--- src/rtl/mips_pkg.sv ---
// rtl/mips_pkg.sv - shared types and constants for the MIPS PC fetch path
// Purpose: PC width, reset/exception vector defaults, fetch FSM state type
//          and the next-PC select encoding shared by the fetch unit and its mux.
// Ports:   none (package).
package mips_pkg;

  localparam int PC_W = 32;

  localparam logic [PC_W-1:0] RESET_PC_DEF   = 32'h0000_0000;
  localparam logic [PC_W-1:0] EXC_VECTOR_DEF = 32'h8000_0180;

  typedef enum logic {
    BOOT = 1'b0,
    RUN  = 1'b1
  } pc_state_t;

  typedef enum logic [2:0] {
    SEL_HOLD = 3'd0,
    SEL_JR   = 3'd1,
    SEL_TRAP = 3'd2,
    SEL_J    = 3'd3,
    SEL_BR   = 3'd4,
    SEL_SEQ  = 3'd5
  } next_pc_sel_t;

endpackage

--- src/rtl/pc_fetch_unit_if.sv ---
// rtl/pc_fetch_unit_if.sv - control/fetch bundle between datapath control and the PC unit
// Purpose: groups the next-PC control inputs and the fetch outputs.
// Ports (modports):
//   master - control side: drives stall/branch/jump/jr controls, observes fetch outputs.
//   slave  - fetch unit:   receives controls, drives pc, pc_plus4, fetch_valid,
//                          misalign, fetch_count.
interface pc_fetch_unit_if;
  import mips_pkg::*;

  logic            stall;
  logic            branch_taken;
  logic [PC_W-1:0] branch_offset;
  logic            jump;
  logic [27:0]     jump_addr;
  logic            jump_reg;
  logic [PC_W-1:0] reg_target;
  logic [PC_W-1:0] pc;
  logic [PC_W-1:0] pc_plus4;
  logic            fetch_valid;
  logic            misalign;
  logic [PC_W-1:0] fetch_count;

  modport master (
    output stall, branch_taken, branch_offset, jump, jump_addr, jump_reg, reg_target,
    input  pc, pc_plus4, fetch_valid, misalign, fetch_count
  );

  modport slave (
    input  stall, branch_taken, branch_offset, jump, jump_addr, jump_reg, reg_target,
    output pc, pc_plus4, fetch_valid, misalign, fetch_count
  );

endinterface

--- src/rtl/next_pc_mux.sv ---
// rtl/next_pc_mux.sv - priority next-PC select and target arithmetic
// Purpose: picks the next PC source (hold > jr/trap > j > branch > sequential)
//          and computes its value. Purely combinational.
// Ports:
//   i_run           fetch FSM is in RUN (BOOT forces hold)
//   i_stall         hold request
//   i_jump_reg      jr selected, i_reg_target its target
//   i_jump          j/jal selected, i_jump_addr shifted 28-bit field
//   i_branch_taken  branch taken, i_branch_offset unshifted sign-extended imm
//   i_pc, i_pc_plus4 current PC and PC+4
//   o_sel           chosen source, o_next_pc its value
module next_pc_mux
  import mips_pkg::*;
#(
  parameter logic [PC_W-1:0] EXC_VECTOR = EXC_VECTOR_DEF
) (
  input  logic            i_run,
  input  logic            i_stall,
  input  logic            i_jump_reg,
  input  logic [PC_W-1:0] i_reg_target,
  input  logic            i_jump,
  input  logic [27:0]     i_jump_addr,
  input  logic            i_branch_taken,
  input  logic [PC_W-1:0] i_branch_offset,
  input  logic [PC_W-1:0] i_pc,
  input  logic [PC_W-1:0] i_pc_plus4,
  output next_pc_sel_t    o_sel,
  output logic [PC_W-1:0] o_next_pc
);

  logic [PC_W-1:0] w_jump_target;
  logic [PC_W-1:0] w_branch_target;

  // Low two bits of the jump field are forced to zero so the target is
  // always word aligned even if the upstream shifter hands us garbage there.
  assign w_jump_target   = {i_pc_plus4[31:28], i_jump_addr} & ~32'h3;
  assign w_branch_target = i_pc_plus4 + (i_branch_offset << 2);

  always_comb begin
    o_sel = SEL_HOLD;
    if (!i_run || i_stall) begin
      o_sel = SEL_HOLD;
    end else if (i_jump_reg) begin
      o_sel = (i_reg_target[1:0] == 2'b00) ? SEL_JR : SEL_TRAP;
    end else if (i_jump) begin
      o_sel = SEL_J;
    end else if (i_branch_taken) begin
      o_sel = SEL_BR;
    end else begin
      o_sel = SEL_SEQ;
    end
  end

  always_comb begin
    o_next_pc = i_pc;
    case (o_sel)
      SEL_HOLD: o_next_pc = i_pc;
      SEL_JR:   o_next_pc = i_reg_target;
      SEL_TRAP: o_next_pc = EXC_VECTOR;
      SEL_J:    o_next_pc = w_jump_target;
      SEL_BR:   o_next_pc = w_branch_target;
      SEL_SEQ:  o_next_pc = i_pc_plus4;
      default:  o_next_pc = i_pc;
    endcase
  end

endmodule

--- src/rtl/pc_fetch_unit.sv ---
// rtl/pc_fetch_unit.sv - program counter, boot cycle, stall hold, jr trap and fetch counter
// Purpose: holds the PC and drives the instruction-memory address each cycle.
//          One BOOT cycle after reset, then RUN with priority next-PC selection.
// Ports:
//   clk    rising-edge clock
//   rst_n  synchronous active-low reset
//   bus    pc_fetch_unit_if.slave: control inputs in; pc, pc_plus4,
//          fetch_valid, misalign, fetch_count out
module pc_fetch_unit
  import mips_pkg::*;
#(
  parameter logic [PC_W-1:0] RESET_PC   = RESET_PC_DEF,
  parameter logic [PC_W-1:0] EXC_VECTOR = EXC_VECTOR_DEF
) (
  input  logic             clk,
  input  logic             rst_n,
  pc_fetch_unit_if.slave   bus
);

  pc_state_t       r_state;
  pc_state_t       w_state_nxt;
  logic [PC_W-1:0] r_pc;
  logic [PC_W-1:0] r_fetch_count;
  logic            r_misalign;
  logic [PC_W-1:0] w_pc_plus4;
  logic [PC_W-1:0] w_next_pc;
  next_pc_sel_t    w_sel;
  logic            w_fetch_valid;

  // FSM: state register
  always_ff @(posedge clk) begin
    if (!rst_n) begin
      r_state <= BOOT;
    end else begin
      r_state <= w_state_nxt;
    end
  end

  // FSM: next state
  always_comb begin
    w_state_nxt = r_state;
    case (r_state)
      BOOT:    w_state_nxt = RUN;
      RUN:     w_state_nxt = RUN;
      default: w_state_nxt = BOOT;
    endcase
  end

  // FSM: outputs
  always_comb begin
    w_fetch_valid = 1'b0;
    case (r_state)
      BOOT:    w_fetch_valid = 1'b0;
      RUN:     w_fetch_valid = 1'b1;
      default: w_fetch_valid = 1'b0;
    endcase
  end

  assign w_pc_plus4 = r_pc + 32'd4;

  next_pc_mux #(
    .EXC_VECTOR (EXC_VECTOR)
  ) u_next_pc_mux (
    .i_run           (r_state == RUN),
    .i_stall         (bus.stall),
    .i_jump_reg      (bus.jump_reg),
    .i_reg_target    (bus.reg_target),
    .i_jump          (bus.jump),
    .i_jump_addr     (bus.jump_addr),
    .i_branch_taken  (bus.branch_taken),
    .i_branch_offset (bus.branch_offset),
    .i_pc            (r_pc),
    .i_pc_plus4      (w_pc_plus4),
    .o_sel           (w_sel),
    .o_next_pc       (w_next_pc)
  );

  // Every non-hold select is a retired fetch, traps included; the misalign
  // flop is rewritten each cycle so it naturally pulses for one cycle.
  always_ff @(posedge clk) begin
    if (!rst_n) begin
      r_pc          <= RESET_PC;
      r_misalign    <= 1'b0;
      r_fetch_count <= '0;
    end else begin
      r_pc       <= w_next_pc;
      r_misalign <= (w_sel == SEL_TRAP);
      if (w_sel != SEL_HOLD) begin
        r_fetch_count <= r_fetch_count + 32'd1;
      end
    end
  end

  assign bus.pc          = r_pc;
  assign bus.pc_plus4    = w_pc_plus4;
  assign bus.fetch_valid = w_fetch_valid;
  assign bus.misalign    = r_misalign;
  assign bus.fetch_count = r_fetch_count;

endmodule

--- src/flat_wrapper.sv ---
// flat-port wrapper written by rule: the top's interface ports become plain ports
module pc_fetch_unit_flat import mips_pkg::*;
#(
  parameter logic [PC_W-1:0] RESET_PC   = RESET_PC_DEF,
  parameter logic [PC_W-1:0] EXC_VECTOR = EXC_VECTOR_DEF
)
  (clk, rst_n, bus_stall, bus_branch_taken, bus_branch_offset, bus_jump, bus_jump_addr, bus_jump_reg, bus_reg_target, bus_pc, bus_pc_plus4, bus_fetch_valid, bus_misalign, bus_fetch_count);
  pc_fetch_unit_if bus_i ();
  input  logic clk;
  input  logic rst_n;
  input wire logic [$bits(bus_i.stall)-1:0] bus_stall;
  input wire logic [$bits(bus_i.branch_taken)-1:0] bus_branch_taken;
  input wire logic [$bits(bus_i.branch_offset)-1:0] bus_branch_offset;
  input wire logic [$bits(bus_i.jump)-1:0] bus_jump;
  input wire logic [$bits(bus_i.jump_addr)-1:0] bus_jump_addr;
  input wire logic [$bits(bus_i.jump_reg)-1:0] bus_jump_reg;
  input wire logic [$bits(bus_i.reg_target)-1:0] bus_reg_target;
  output wire logic [$bits(bus_i.pc)-1:0] bus_pc;
  output wire logic [$bits(bus_i.pc_plus4)-1:0] bus_pc_plus4;
  output wire logic [$bits(bus_i.fetch_valid)-1:0] bus_fetch_valid;
  output wire logic [$bits(bus_i.misalign)-1:0] bus_misalign;
  output wire logic [$bits(bus_i.fetch_count)-1:0] bus_fetch_count;
  assign bus_i.stall = bus_stall;
  assign bus_i.branch_taken = bus_branch_taken;
  assign bus_i.branch_offset = bus_branch_offset;
  assign bus_i.jump = bus_jump;
  assign bus_i.jump_addr = bus_jump_addr;
  assign bus_i.jump_reg = bus_jump_reg;
  assign bus_i.reg_target = bus_reg_target;
  assign bus_pc = bus_i.pc;
  assign bus_pc_plus4 = bus_i.pc_plus4;
  assign bus_fetch_valid = bus_i.fetch_valid;
  assign bus_misalign = bus_i.misalign;
  assign bus_fetch_count = bus_i.fetch_count;
  pc_fetch_unit #(.RESET_PC(RESET_PC), .EXC_VECTOR(EXC_VECTOR)) u_core (.clk(clk), .rst_n(rst_n), .bus(bus_i));
endmodule
--- config.mk ---
export PLATFORM = sky130hd
export DESIGN_NAME = pc_fetch_unit_flat
export DESIGN_NICKNAME = d
export VERILOG_FILES = /design/src/rtl/mips_pkg.sv /design/src/rtl/pc_fetch_unit_if.sv /design/src/rtl/next_pc_mux.sv /design/src/rtl/pc_fetch_unit.sv /design/src/flat_wrapper.sv
export SDC_FILE = /design/constraint.sdc
export NUM_CORES = 1
export LEC_CHECK = 0
export BUFFER_PORTS_ARGS = -buffer_cell sky130_fd_sc_hd__buf_2
export CAP_MARGIN = 20
export CORE_MARGIN = 3
export CORE_UTILIZATION = 30
export DETAILED_ROUTE_END_ITERATION = 10
export HOLD_SLACK_MARGIN = 0.12
export SLEW_MARGIN = 10
export SYNTH_ARGS = -nofsm -noshare
export SYNTH_HDL_FRONTEND = slang
export SYNTH_SLANG_ARGS = --single-unit
--- constraint.sdc ---
create_clock -name clk -period 3.67 [get_ports clk]
set_input_delay 0.367 -clock clk [delete_from_list [all_inputs] [get_ports clk]]
set_output_delay 0.367 -clock clk [all_outputs]
set_load 0.01 [all_outputs]
==> impl_results.md <==
- Outcome: complete, no violations
- WL per Instance: around 18 um
- Startpoint Class: flip-flop
- Total track usage: 19.6%
- Routability cong.: approximately 0.86
- Grt total ovfl: 0
- Die area: 19400 um2
- Min-delay worst type: in2reg
- Worst path max stage delay: around 0.4 ns
- Crit-path cells: ha_2 > nand3_2 > nor2_1 > buf_4 > nand2_1 > nor2_1 > xnor2_1 > ha_1 > a21oi_1 > nand2_1 > a221o_1 > a21o_2 > or2_4 > a21oi_2 > o21ai_1 > o31a_1
- Final HPWL DP: approximately 15 mm
- Area grow syn2layout: 32.9%
- Worst-path clk slew: around 0.07 ns
- #FFs+latches synth: 66
- Fraction of registers with async set/reset: 0%
- Synth Net Count: a little over 800
- Max Slew Vio Count: 0
- Initial drt markers: 360
- Post-Synthesis Cells: around 670
- Total CTS buffers: 9
- ANT nets after route: 0
- Ports: 196
- Pin count of the biggest net entering global routing: 36
- Initial antenna violation count: 3
- Power Internal: approximately 1.6 mW
- Synth top area cells: dfxtp_1, ha_1, xor2_1
- Synth top cells by count: nand2_1, dfxtp_1, nor2_1
- WP buf/inv: 1
- Cell variety after synth: 74
- Sequential Power Share: approximately a third
- Core area: around 17000 um2
- Die Y: ~140 um
- Clk Latency, worst-skew pair: 0.34 ns
- Combinational power share: between 20% and 30%
- Sequential fraction of the synthesis area: between 20% and 30%
- Avg Cell Area, Syn: approximately 8 um2
- Leading area contributor after synthesis: dfxtp_1
- CTS Sinks: between 60 and 70
- DR vias/cell: around 5.3
- Critical Path Stages: 16
- Synthesized area: 5330 um2
- CTS tree: yes
- Share of cells above drive strength 1: 31.7%
- Drt drc: 0
- Worst slew pin tran: 0.915 ns
- Yosys top cell area share: 24.8%
- Pwr Density: 331 nW/um2
- Critical Path RT: slightly below 4 ns
- Skew final: between 0.006 and 0.007 ns
- Slew HR: about two fifths
- Most numerous cell in the Yosys netlist: nand2_1
- R2r worst-path depth: 16
- Routed wire length: 19.5 mm
- Number of synthesized flops with an enable pin: 0
- Maximum clock path buffer count: 2
- Vias: about 6000
- Pre-antenna DRT Iters: 6
- P_leak: 3.25 nW
- Clock tree root buffer cell: clkbuf_16
- Post-Place Setup Slack: around 0.13 ns
- IO buf count: 191
- Vias in the first global route: roughly 5700
- Initial core utilization: a little under a third
- Nets: between 1000 and 1500
- Worst vdd ir: approximately 0.21 mV
- Max Cap Viol: 0
- Final Hold Viols: 0
- Row count: 48
- First-pass GRT wire length: between 30 and 40 mm
- Setup ws final: ~0.25 ns
- Part of the cycle the worst path needs: around 93%
- WP data arrival: 3.66 ns
- Critical Path Sink Type: flip-flop
- Switching Fraction: between 30% and 40%
- Fillers: between 1500 and 2000
- Hold Crit Depth: 3
- WS Path Type: reg2reg
- Die X: between 100 and 150 um
- Primary FF master, synth: dfxtp_1
- Slowest cell on crit path: dfxtp_1
- Clock network power share: 42.2%
- Fmax: roughly 290 MHz
- Final setup viols: 0
- CTS H-tree lvls: 3
- CP max FO: 5
- Min Tclk post-route: about 3.4 ns
- Net Switching: 0.730 mW
- Pwr Total: between 2 and 2.5 mW
- Yosys warns: 0
- Delay-heaviest family, CP: compound AO/OA/AOI/OAI gates
## final timing paths
| kind | startpoint | end | slack [ns] |
|---|---|---|---|
| worst max register to register | u_core.bus.pc[3] | u_core.bus.pc[22] | 0.25 |
| worst max-delay path | u_core.bus.pc[3] | u_core.bus.pc[22] | 0.25 |
| worst min-delay path | bus_reg_target[19] | u_core.bus.pc[19] | 0.29 |
| worst min register to register | u_core.bus.pc[0] | u_core.bus.pc[0] | 0.46 |
## metal layers
layer | wire length (um) | track usage [%]
met1 | 8810 | 26.7
met2 | 8990 | 31.8
met3 | 1300 | 2.61
met4 | 403 | 6.85
met5 | 13 | 0
## cell usage in the layout (no fill, tap or decap), drive strengths merged, types with 4 or more instances in the layout
| master | n |
|---|---|
| and2 | 8 |
| o211ai | 9 |
| a21oi | 55 |
| and4 | 4 |
| o21ai | 29 |
| or3 | 7 |
| and3 | 12 |
| nand3 | 32 |
| o2111ai | 4 |
| nand3b | 6 |
| ha | 35 |
| dfxtp | 66 |
| a222oi | 4 |
| o221ai | 4 |
| xnor2 | 36 |
| a221o | 8 |
| o22ai | 4 |
| a31oi | 8 |
| nand4 | 17 |
| nor3 | 10 |
| nor2 | 61 |
| or2 | 4 |
| mux2i | 4 |
| nand2b | 6 |
| inv | 18 |
| clkbuf | 10 |
| buf | 229 |
| xor2 | 37 |
| a221oi | 19 |
| a211oi | 6 |
| a21o | 13 |
| nand2 | 76 |
## worst min-delay path: stages
cell	delay, ns
buf_2	0.10
nand2_1	0.05
a311oi_1	0.08
## stage by stage
stage | hold slack [ns] | instance area, um2 | utilization [%] | std cells | TNS (ns)
floorplan | 0.395 | 5330 | - | 672 | 0
CTS | 0.283 | 6980 | 40.2 | 1107 | 0
detailed placement | 0.453 | 6650 | 38.3 | 1091 | 0
global route | 0.307 | 7080 | 40.8 | 1111 | -0.0115
global placement | 0.447 | 6650 | 38.3 | 1091 | 0
finish | 0.291 | 7080 | 40.8 | 1111 | 0
## power groups by stage
stage                     combinational [mW]  clock (mW)  sequential [mW]
final                                  0.580       0.987            0.773
after global placement                 0.561           0            0.787
after CTS                              0.566        1.01            0.771
after global routing                   0.636        1.02            0.777
after floorplan                        0.341           0            0.793
after detailed placement               0.562           0            0.787
## logic make-up after synthesis
logic type               synth area share [%]
AO/OA/AOI/OAI                            26.0
multiplexers                            0.752
AND/OR/NAND/NOR                          23.1
flip-flops                               24.8
XOR/XNOR                                 12.0
buffers and inverters                    4.74
adder cells (fa/ha/maj)                  8.60
## state kept, by name, summed over array words and instances, names as in the netlist
| name | flops |
|---|---|
| u_core.bus.misalign | 1 |
| u_core.bus.pc | 32 |
| u_core.bus.fetch_count | 32 |
| u_core.r_state | 1 |
## layout make-up
cell class,instances,area [um2],share of cell area (%)
Clock buffer,10,239,3.38
Inverter,17,63.8,0.902
Clock inverter,6,88.8,1.26
Multi-Input combinational cell,556,3830,54.2
Sequential cell,66,1320,18.7
Tap cell,225,282,3.98
Timing Repair Buffer,229,1240,17.5
Antenna cell,2,5.00,0.0707
## repair_timing
item	in CTS	in global routing
buffers inserted	0	2
hold buffers	0	0
gates resized for setup	0	13
hold endpoints to repair	0	0
endpoints found under the setup margin	0	14
No activity file was read; power rests on OpenSTA's default activity.
